## config.mk

```make
export PLATFORM = sky130hd
export DESIGN_NAME = conv33_sched_flat
export DESIGN_NICKNAME = d
export VERILOG_FILES = /design/src/rtl/conv33_sched_if.sv /design/src/rtl/conv33_sched.sv /design/src/flat_wrapper.sv
export SDC_FILE = /design/constraint.sdc
export NUM_CORES = 1
export LEC_CHECK = 0
export CORE_MARGIN = 8
export CORE_UTILIZATION = 30
export DETAILED_ROUTE_END_ITERATION = 6
export GPL_TIMING_DRIVEN = 1
export SETUP_SLACK_MARGIN = 0.02
export SLEW_MARGIN = 40
export SYNTH_ARGS = -nofsm -noshare
export SYNTH_HDL_FRONTEND = slang
export SYNTH_SLANG_ARGS = --single-unit
```

## constraint.sdc

```tcl
create_clock -name clk -period 7.9 [get_ports clk]
set_input_delay 1.58 -clock clk [delete_from_list [all_inputs] [get_ports clk]]
set_output_delay 1.58 -clock clk [all_outputs]
set_load 0.1 [all_outputs]
```

## src/rtl/conv33_sched_if.sv

```systemverilog
// conv33_sched_if -- bundle of the sequencer's job-control, RAM-read,
// datapath and result-stream signals.
//
// Handshake semantics (result stream): out_valid, once raised, stays high
// with out_data/out_idx frozen until a cycle in which out_ready is also
// high; that cycle is the transfer. out_ready may toggle freely.
//
// modport master : the sequencer (conv33_sched) side
// modport slave  : the environment side (job controller, feature-map RAM,
//                  conv33_calc datapath, result consumer)
// dbg_state exposes the sequencer FSM state for observation.
interface conv33_sched_if #(
  parameter int DATA_WIDTH = 8,
  parameter int OUT_WIDTH  = 32,
  parameter int DIM_WIDTH  = 8,
  parameter int ADDR_WIDTH = 16
);
  logic                    start;
  logic [DIM_WIDTH-1:0]    img_w;
  logic [DIM_WIDTH-1:0]    img_h;
  logic                    busy;
  logic                    done;
  logic                    rd_en;
  logic [ADDR_WIDTH-1:0]   rd_addr;
  logic [DATA_WIDTH-1:0]   rd_data;
  logic [9*DATA_WIDTH-1:0] win_data;
  logic                    conv33_en;
  logic                    calc_valid;
  logic [OUT_WIDTH-1:0]    calc_result;
  logic                    out_valid;
  logic                    out_ready;
  logic [OUT_WIDTH-1:0]    out_data;
  logic [ADDR_WIDTH-1:0]   out_idx;
  logic [2:0]              dbg_state;

  modport master (
    input  start, img_w, img_h, rd_data, calc_valid, calc_result, out_ready,
    output busy, done, rd_en, rd_addr, win_data, conv33_en,
           out_valid, out_data, out_idx, dbg_state
  );

  modport slave (
    output start, img_w, img_h, rd_data, calc_valid, calc_result, out_ready,
    input  busy, done, rd_en, rd_addr, win_data, conv33_en,
           out_valid, out_data, out_idx, dbg_state
  );
endinterface

```

## src/rtl/conv33_sched.sv

```systemverilog
// conv33_sched -- walks every valid 3x3 output position (stride 1, no
// padding) of an img_h x img_w feature map, reads the nine pixels from a
// synchronous RAM into a window register, fires the conv33_calc datapath,
// captures its result and streams it out with a valid/ready handshake.
//
// Ports:
//   clk, rst   clock; asynchronous active-high reset (aborts a job, no done)
//   bus        conv33_sched_if.master: start/img_w/img_h/busy/done job
//              control, rd_en/rd_addr/rd_data RAM port, win_data/conv33_en/
//              calc_valid/calc_result datapath, out_valid/out_ready/
//              out_data/out_idx result stream, dbg_state FSM state.
//
// Build option: define CONV33_REUSE_EN to slide the window left by one
// column when stepping along a row, so only the new right-hand column
// (3 reads) is loaded. The first window of every row is always a full
// 9-read load. Results are identical either way.
module conv33_sched #(
  parameter int DATA_WIDTH = 8,
  parameter int OUT_WIDTH  = 32,
  parameter int DIM_WIDTH  = 8,
  parameter int ADDR_WIDTH = 16
) (
  input  logic           clk,
  input  logic           rst,
  conv33_sched_if.master bus
);
  localparam logic [2:0] S_IDLE = 3'd0;
  localparam logic [2:0] S_LOAD = 3'd1;
  localparam logic [2:0] S_FIRE = 3'd2;
  localparam logic [2:0] S_WAIT = 3'd3;
  localparam logic [2:0] S_OUT  = 3'd4;
  localparam logic [2:0] S_DONE = 3'd5;

  logic [2:0]            state_q, state_d;
  logic [DIM_WIDTH-1:0]  w_q, w_d, h_q, h_d;
  logic [DIM_WIDTH-1:0]  r_q, r_d, c_q, c_d;
  logic [ADDR_WIDTH-1:0] base_q, base_d;   // r*img_w, kept incrementally
  logic [ADDR_WIDTH-1:0] idx_q, idx_d;     // outputs handed over so far
  logic [3:0]            cnt_q, cnt_d;     // reads issued in this LOAD
  logic [1:0]            i_q, i_d, j_q, j_d;
  logic                  full_q, full_d;   // 9-read load vs 3-read column
  logic                  cap_q, cap_d;     // rd_data is valid this cycle
  logic [3:0]            cap_k_q, cap_k_d; // window slot it belongs to
  logic [DATA_WIDTH-1:0] win_q [9];
  logic [DATA_WIDTH-1:0] win_d [9];
  logic [OUT_WIDTH-1:0]  data_q, data_d;

  logic                  degen, rd_en_c, last_c, last_r;
  logic [3:0]            n_reads;
  logic [ADDR_WIDTH-1:0] row_off, rd_addr_c;

  // Address of pixel (r+i, c+j) without a multiplier: base_q already
  // holds r*img_w and i only ranges over 0..2.
  always_comb begin
    degen   = (w_q < DIM_WIDTH'(3)) || (h_q < DIM_WIDTH'(3));
    n_reads = full_q ? 4'd9 : 4'd3;
    rd_en_c = (state_q == S_LOAD) && !degen && (cnt_q < n_reads);
    last_c  = (c_q == w_q - DIM_WIDTH'(3));
    last_r  = (r_q == h_q - DIM_WIDTH'(3));
    case (i_q)
      2'd0:    row_off = '0;
      2'd1:    row_off = ADDR_WIDTH'(w_q);
      default: row_off = ADDR_WIDTH'(w_q) << 1;
    endcase
    rd_addr_c = base_q + row_off + ADDR_WIDTH'(c_q) + ADDR_WIDTH'(j_q);
  end

  always_comb begin
    state_d = state_q;
    w_d     = w_q;
    h_d     = h_q;
    r_d     = r_q;
    c_d     = c_q;
    base_d  = base_q;
    idx_d   = idx_q;
    cnt_d   = cnt_q;
    i_d     = i_q;
    j_d     = j_q;
    full_d  = full_q;
    data_d  = data_q;
    win_d   = win_q;
    cap_d   = rd_en_c;
    cap_k_d = 4'(i_q) * 4'd3 + 4'(j_q);

    // RAM data lands one cycle after its read strobe.
    if (cap_q) win_d[cap_k_q] = bus.rd_data;

    case (state_q)
      S_IDLE: begin
        if (bus.start) begin
          w_d     = bus.img_w;
          h_d     = bus.img_h;
          r_d     = '0;
          c_d     = '0;
          base_d  = '0;
          idx_d   = '0;
          cnt_d   = '0;
          i_d     = '0;
          j_d     = '0;
          full_d  = 1'b1;
          state_d = S_LOAD;
        end
      end
      S_LOAD: begin
        // Undersized maps are rejected here, on the latched dimensions,
        // before any read is issued.
        if (degen) begin
          state_d = S_DONE;
        end else if (rd_en_c) begin
          cnt_d = cnt_q + 4'd1;
          if (full_q && (j_q != 2'd2)) begin
            j_d = j_q + 2'd1;
          end else begin
            j_d = full_q ? 2'd0 : 2'd2;
            i_d = i_q + 2'd1;
          end
        end else begin
          // All reads issued; the final capture happens this cycle.
          state_d = S_FIRE;
        end
      end
      S_FIRE: state_d = S_WAIT;
      S_WAIT: begin
        if (bus.calc_valid) begin
          data_d  = bus.calc_result;
          state_d = S_OUT;
        end
      end
      S_OUT: begin
        if (bus.out_ready) begin
          idx_d  = idx_q + ADDR_WIDTH'(1);
          cnt_d  = '0;
          i_d    = '0;
          j_d    = '0;
          full_d = 1'b1;
          if (last_c) begin
            c_d = '0;
            if (last_r) begin
              state_d = S_DONE;
            end else begin
              r_d     = r_q + DIM_WIDTH'(1);
              base_d  = base_q + ADDR_WIDTH'(w_q);
              state_d = S_LOAD;
            end
          end else begin
            c_d     = c_q + DIM_WIDTH'(1);
            state_d = S_LOAD;
`ifdef CONV33_REUSE_EN
            full_d = 1'b0;
            j_d    = 2'd2;
            for (int i = 0; i < 3; i++) begin
              win_d[i*3]   = win_q[i*3+1];
              win_d[i*3+1] = win_q[i*3+2];
            end
`endif
          end
        end
      end
      S_DONE:  state_d = S_IDLE;
      default: state_d = S_IDLE;
    endcase
  end

  always_ff @(posedge clk or posedge rst) begin
    if (rst) begin
      state_q <= S_IDLE;
      w_q     <= '0;
      h_q     <= '0;
      r_q     <= '0;
      c_q     <= '0;
      base_q  <= '0;
      idx_q   <= '0;
      cnt_q   <= '0;
      i_q     <= '0;
      j_q     <= '0;
      full_q  <= 1'b0;
      cap_q   <= 1'b0;
      cap_k_q <= '0;
      data_q  <= '0;
      for (int k = 0; k < 9; k++) win_q[k] <= '0;
    end else begin
      state_q <= state_d;
      w_q     <= w_d;
      h_q     <= h_d;
      r_q     <= r_d;
      c_q     <= c_d;
      base_q  <= base_d;
      idx_q   <= idx_d;
      cnt_q   <= cnt_d;
      i_q     <= i_d;
      j_q     <= j_d;
      full_q  <= full_d;
      cap_q   <= cap_d;
      cap_k_q <= cap_k_d;
      data_q  <= data_d;
      win_q   <= win_d;
    end
  end

  always_comb begin
    bus.win_data = '0;
    for (int k = 0; k < 9; k++) bus.win_data[k*DATA_WIDTH +: DATA_WIDTH] = win_q[k];
  end

  assign bus.busy      = (state_q != S_IDLE) && (state_q != S_DONE);
  assign bus.done      = (state_q == S_DONE);
  assign bus.rd_en     = rd_en_c;
  assign bus.rd_addr   = rd_en_c ? rd_addr_c : '0;
  assign bus.conv33_en = (state_q == S_FIRE);
  assign bus.out_valid = (state_q == S_OUT);
  assign bus.out_data  = data_q;
  assign bus.out_idx   = idx_q;
  assign bus.dbg_state = state_q;
endmodule
```

## src/flat_wrapper.sv

```systemverilog
// flat-port wrapper written by rule: the top's interface ports become plain ports
module conv33_sched_flat 
#(
  parameter int DATA_WIDTH = 8,
  parameter int OUT_WIDTH  = 32,
  parameter int DIM_WIDTH  = 8,
  parameter int ADDR_WIDTH = 16
)
  (clk, rst, bus_start, bus_img_w, bus_img_h, bus_rd_data, bus_calc_valid, bus_calc_result, bus_out_ready, bus_busy, bus_done, bus_rd_en, bus_rd_addr, bus_win_data, bus_conv33_en, bus_out_valid, bus_out_data, bus_out_idx, bus_dbg_state);
  conv33_sched_if #(.DATA_WIDTH(DATA_WIDTH), .OUT_WIDTH(OUT_WIDTH), .DIM_WIDTH(DIM_WIDTH), .ADDR_WIDTH(ADDR_WIDTH)) bus_i ();
  input  logic clk;
  input  logic rst;
  input wire logic [$bits(bus_i.start)-1:0] bus_start;
  input wire logic [$bits(bus_i.img_w)-1:0] bus_img_w;
  input wire logic [$bits(bus_i.img_h)-1:0] bus_img_h;
  input wire logic [$bits(bus_i.rd_data)-1:0] bus_rd_data;
  input wire logic [$bits(bus_i.calc_valid)-1:0] bus_calc_valid;
  input wire logic [$bits(bus_i.calc_result)-1:0] bus_calc_result;
  input wire logic [$bits(bus_i.out_ready)-1:0] bus_out_ready;
  output wire logic [$bits(bus_i.busy)-1:0] bus_busy;
  output wire logic [$bits(bus_i.done)-1:0] bus_done;
  output wire logic [$bits(bus_i.rd_en)-1:0] bus_rd_en;
  output wire logic [$bits(bus_i.rd_addr)-1:0] bus_rd_addr;
  output wire logic [$bits(bus_i.win_data)-1:0] bus_win_data;
  output wire logic [$bits(bus_i.conv33_en)-1:0] bus_conv33_en;
  output wire logic [$bits(bus_i.out_valid)-1:0] bus_out_valid;
  output wire logic [$bits(bus_i.out_data)-1:0] bus_out_data;
  output wire logic [$bits(bus_i.out_idx)-1:0] bus_out_idx;
  output wire logic [$bits(bus_i.dbg_state)-1:0] bus_dbg_state;
  assign bus_i.start = bus_start;
  assign bus_i.img_w = bus_img_w;
  assign bus_i.img_h = bus_img_h;
  assign bus_i.rd_data = bus_rd_data;
  assign bus_i.calc_valid = bus_calc_valid;
  assign bus_i.calc_result = bus_calc_result;
  assign bus_i.out_ready = bus_out_ready;
  assign bus_busy = bus_i.busy;
  assign bus_done = bus_i.done;
  assign bus_rd_en = bus_i.rd_en;
  assign bus_rd_addr = bus_i.rd_addr;
  assign bus_win_data = bus_i.win_data;
  assign bus_conv33_en = bus_i.conv33_en;
  assign bus_out_valid = bus_i.out_valid;
  assign bus_out_data = bus_i.out_data;
  assign bus_out_idx = bus_i.out_idx;
  assign bus_dbg_state = bus_i.dbg_state;
  conv33_sched #(.DATA_WIDTH(DATA_WIDTH), .OUT_WIDTH(OUT_WIDTH), .DIM_WIDTH(DIM_WIDTH), .ADDR_WIDTH(ADDR_WIDTH)) u_core (.clk(clk), .rst(rst), .bus(bus_i));
endmodule
```

* After elaboration in Yosys (flattened, before gate mapping)
Index checks and enable logic that the tools add are counted.
Word-level totals: bits in registers 185, latch bits 0, memory bits (writable) 0, ROM bits 0, input bits 61, output and inout port bits 144, word-level logic and storage cells 129, memories kept 0
Operators by class: add/subtract/negate cells 13, multipliers 1, divide/modulo/power cells 0, magnitude comparators 5, eq/ne operators 19, shifts and indexed selects 0, muxes and demuxes 48, bitwise gates (word level) 1, reductions and logical operators 19
Operators with widths (count):
- $mux W16 | 6
- $bwmux W72 | 1
- $pmux W16 S2 | 2
- $mux W8 | 7
- $add A16 B8 Y16 | 2
- $demux W8 S4 | 1
- $pmux W8 S2 | 2
- $mux W3 | 7
- $mux W4 | 5
- $mux W2 | 9
- $pmux W9 S2 | 1
- $add A16 B1 Y16 const B | 1
- $add A16 B2 Y16 | 1
- $add A16 B9 Y16 | 1
- $add A8 B1 Y8 const B | 2
- $eq A8 B8 Y1 | 2
- $lt A8 B2 Y1 const B | 2
- $sub A8 B2 Y8 const B | 2
- $pmux W3 S5 | 1
- $ne A2 B2 Y1 const B | 7
- $pmux W2 S3 | 2
- $pmux W4 S3 | 1
- $reduce_and A5 Y1 | 2
- $eq A3 B2 Y1 const B | 2
- other kinds (26) | 37

* Depth between registers and ports, before layout
word-level depth 8, depth in mapped cells 18, mapped depth without buffers 17

* Least setup slack after synthesis
Ideal clock, no wire load.
kind register -> output, start point reg u_core.i_q[1], end point out bus_rd_addr[7], arrival time 5.517 ns, data required time 6.320 ns, path slack 0.802 ns, stages on the path, launching flop included 16, path buffers 1, cells stage by stage dfrtp_1 -> inv_1 -> ha_1 -> clkbuf_1 -> o21ai_0 -> fa_1 -> inv_1 -> fa_1 -> inv_1 -> ha_1 -> fa_1 -> a21o_1 -> a21oi_1 -> o21a_1 -> nor2_1 -> nor3_1
Between the ends: longest elaborated chain between the ends 6, elaborated cells on any way between the ends 7, those cells by class add/sub (3); eq/ne (1); mux (2); reduce/logical (1)
Ends and longest elaborated chain:
- from (decl) | RTL line conv33_sched.sv:40 | logic [1:0] i_q, i_d, j_q, j_d;
- from (signal assigned) | RTL line conv33_sched.sv:190 | i_q <= i_d;
- $eq A2 B1 Y1 / $logic_not A2 Y1 (equally long branches) | RTL line conv33_sched.sv:60 | case (i_q)
- $pmux W9 S2 (*) | RTL line conv33_sched.sv:60
- $add A16 B9 Y16 (*) | RTL line conv33_sched.sv:65 | rd_addr_c = base_q + row_off + ADDR_WIDTH'(c_q) + ADDR_WIDTH'(j_q);
- $add A16 B8 Y16 (*) | RTL line conv33_sched.sv:65
- $add A16 B2 Y16 (*) | RTL line conv33_sched.sv:65
- $mux W16 (*) | RTL line conv33_sched.sv:208 | assign bus.rd_addr = rd_en_c ? rd_addr_c : '0;
- to (decl) | RTL line flat_wrapper.sv:23 | output wire logic [$bits(bus_i.rd_addr)-1:0] bus_rd_addr;
Mark *: on every way between the ends. The rest lies on a longest branch, timed or not.

* Final worst setup path
start point reg u_core.i_q[1], end point out bus_rd_addr[13]
The elaborated chain is that of the path after synthesis.

==> impl_metrics.py <==
metrics = {
    "layout": {
        "final_cell_mix": "dfrtp_1 (185), buf_2 (138), nand2_1 (107)",
        "drive_gt1_frac": 0.274,
        "diodes": 0,
        "mostFrequentLayoutCell": "dfrtp_1",
        "multi_input_area_um2": 4690,
        "seqCellArea_um2": 4630,
        "syn_to_final_growth_pct": 24.6,
        "stdcell_area_um2": 11900,
        "fill_cells": 3122,
        "fin_nets": 1182,
        "fin_cells": 1482,
    },
    "drt": {
        "post_drt_wl_per_cell_um": 17.0,
        "wl_met1_um": 11900,
        "drc": 0,
        "wl_um": 25300,
        "vias": 7282,
        "wl_met3_um": 1420,
        "drt_iter0_drc": 332,
        "top_layer": "met4",
        "met2WireLength_um": 11600,
        "final_antenna_net_count": 0,
        "viasPerCell": 4.91,
        "drt_first_pass_iters": 4,
    },
    "timing": {
        "worst_slew_pin_slew_ns": 0.834,
        "fmaxAchievable_mhz": 157,
        "max-slew-margin-rel": 0.443,
        "min_period_over_period": 0.809,
        "setup_violations": 0,
        "fin_worst_skew_ns": 0.00887,
        "grt_setup_unrepaired": "false",
        "setup_ws_ns": 1.51,
        "finalHoldViolCount": 0,
        "final_max_slew_viol_count": 0,
        "period_minus_slack_ns": 6.39,
        "fin_setup_tns_ns": 0,
    },
    "floorplanning": {
        "fp-row-count": 65,
        "die_y_um": 194,
        "fp.coreArea_um2": 31400,
        "die_area_um2": 37700,
        "fp.dieW_um": 194,
        "ioPinCount": 205,
        "initial_core_util": 0.304,
    },
    "placement": {
        "gp_congestion": 0.780,
        "place_ws_ns": 1.98,
        "dp_cells": 1450,
        "placed_cell_area_um2": 11300,
        "port-buffer-count": 204,
        "dpl.hpwl_um": 18800,
    },
    "clocking": {
        "h-tree-depth": 4,
        "post_cts_resize_count": 0,
        "clock_latency_ns": 0.44,
        "cts_tree": "done",
        "cts_hold_buf": 0,
        "numCtsBuffers": 17,
        "clockBufferDepth": 2,
        "cts.clk_slew.worst_paths_ns": 0.07,
        "cts-root-buf": "clkbuf_16",
        "clock-sinks": 185,
        "cts_setup_buffers": 0,
    },
    "min_path": {
        "hp-start": "u_core.bus.out_data[22]",
        "hold_path_depth": 1,
        "hp-class": "reg -> reg",
        "hold_end": "u_core.bus.out_data[22]",
    },
    "critical_path": {
        "regToRegSetupSlack_ns": 4.16,
        "critical_path_required_ns": 6.32,
        "arrival_ns": 4.81,
        "slowest_stage": "fa_1",
        "critPathMaxStageDelay_ns": 0.50,
        "path_class": "reg -> out",
        "ff2ff_path_depth": 8,
        "r2r_end": "u_core.base_q[8]",
        "reg2reg_from": "u_core.bus.dbg_state[1]",
        "worstPathMaxFanout": 16,
        "crit_chain": "inv_1, ha_1, o21ai_0, fa_1, inv_1, fa_1, inv_1, ha_1, fa_1, a21o_1, a21oi_1, o21a_1, o21ai_0, nand4_1, xor2_1, nor2_1, buf_4",
        "worstSetupEndpointType": "output pin",
        "start_kind": "flip-flop",
    },
    "flow_run": {
        "drv_cap": 0,
    },
    "synthesis": {
        "yosysSeqAreaShare": 0.486,
        "async_reset_ff_frac": 1.00,
        "synth_edf_count": 0,
        "synth_top_area_share": 0.486,
        "ys_warn_count": 0,
        "yosysTopAreaCell": "dfrtp_1",
        "synth.avg_cell_area_um2": 11.0,
        "synth.area.top_cells": "dfrtp_1 (49%), mux2_2 (12%), ha_1 (5.4%), nand2_1 (4.2%), fa_1 (2.7%)",
        "synth-main-ff-cell": "dfrtp_1",
        "syn_inst": 869,
        "syn_area_um2": 9530,
        "syn-num-nets": 984,
        "yosysUniqueCellTypes": 58,
        "ys_ff_latch": 185,
    },
    "grt": {
        "first_global_vias": 7312,
        "grt_first_pass_wirelength_um": 41300,
        "grt-ovfl-total": 0,
        "grt.total_usage": 0.136,
        "grt_start_max_net_pins": 109,
        "antenna_found_initial": 0,
    },
    "status": {
        "status": "completed",
    },
}
sequential cells by signal, summed over array words and instances, names as in the netlist, 4 cells and up:
signal,flops
u_core.bus.win_data,72
u_core.bus.out_data,32
u_core.base_q,16
u_core.bus.out_idx,16
u_core.c_q,8
u_core.h_q,8
u_core.r_q,8
u_core.w_q,8
u_core.cap_k_q,4
u_core.cnt_q,4
layout make-up:
type / count / share of cell area
tap: 402 / 0.0424
timing repair buffer: 210 / 0.117
multi-input combinational: 629 / 0.395
inverter: 24 / 0.00864
sequential: 185 / 0.390
clock buffer: 18 / 0.0361
clock inverter: 14 / 0.0115
cells by family after synthesis:
logic type / after synthesis / synth area share
adder cells (fa/ha/maj): 54 / 0.0811
buffers and inverters: 55 / 0.0228
AND/OR/NAND/NOR: 272 / 0.138
multiplexers: 107 / 0.126
XOR/XNOR: 48 / 0.0441
flip-flops: 185 / 0.486
AO/OA/AOI/OAI: 148 / 0.102
synthesized netlist by cell type (2+ instances only):
master	number
a22o_1	3
mux2_2	104
o31a_1	2
nand3_1	15
a21oi_1	32
o21a_1	5
nor2_1	53
and2_1	4
a21o_1	5
nand3b_1	4
xor2_1	25
buf_2	3
or4_1	9
clkbuf_1	25
nor3_1	9
a2111oi_2	2
a32o_1	2
o211a_1	2
or3_1	14
nand2_1	107
nor2b_1	6
mux2i_1	3
nand2b_1	14
o21ai_0	47
o21bai_1	2
nand4_1	12
dfrtp_1	185
fa_1	13
o31ai_1	11
a32oi_1	2
ha_1	41
inv_1	24
xnor2_1	23
a211o_1	9
or2_2	4
buf_1	2
a211oi_1	9
nor3b_1	5
nand4b_1	4
o41ai_1	3
and3_1	8
critical path: cells and delay by family (launching register included):
family / cells / cell delay [ns]
AOI/OAI and AO/OA: 5 / 1.05
xor gates and xnor gates: 1 / 0.07
adders and majority gates: 5 / 2.07
buffers and inverters: 4 / 0.53
DFF: 1 / 0.41
and+or+nand+nor: 2 / 0.24
routing by layer:
layer	GRT usage	vias to the layer above
met4	0.0354	0
met3	0.0413	17
met2	0.214	181
met1	0.179	3597
li1	-	3487
met5	0	-
worst max-delay path by stage:
stage                              from              end  cells after the start
after floorplan           u_core.i_q[1]   bus_rd_addr[7]                     15
after global placement    u_core.i_q[1]  bus_rd_addr[14]                     16
after detailed placement  u_core.i_q[1]  bus_rd_addr[13]                     17
after CTS                 u_core.i_q[1]  bus_rd_addr[13]                     17
after global routing      u_core.i_q[1]  bus_rd_addr[13]                     17
final                     u_core.i_q[1]  bus_rd_addr[13]                     17
through the flow:
| step | hold WS (ns) | utilization |
|---|---|---|
| 4_1_cts | 0.504 | 0.378 |
| 2_1_floorplan | 0.491 | - |
| 6_report | 0.501 | 0.378 |
| 5_1_grt | 0.512 | 0.378 |
| 3_3_place_gp | 0.486 | 0.382 |
| 3_5_place_dp | 0.487 | 0.360 |
Power is not shown: default switching activity piles up to over one toggle a cycle in this logic, so the estimate is an artifact.
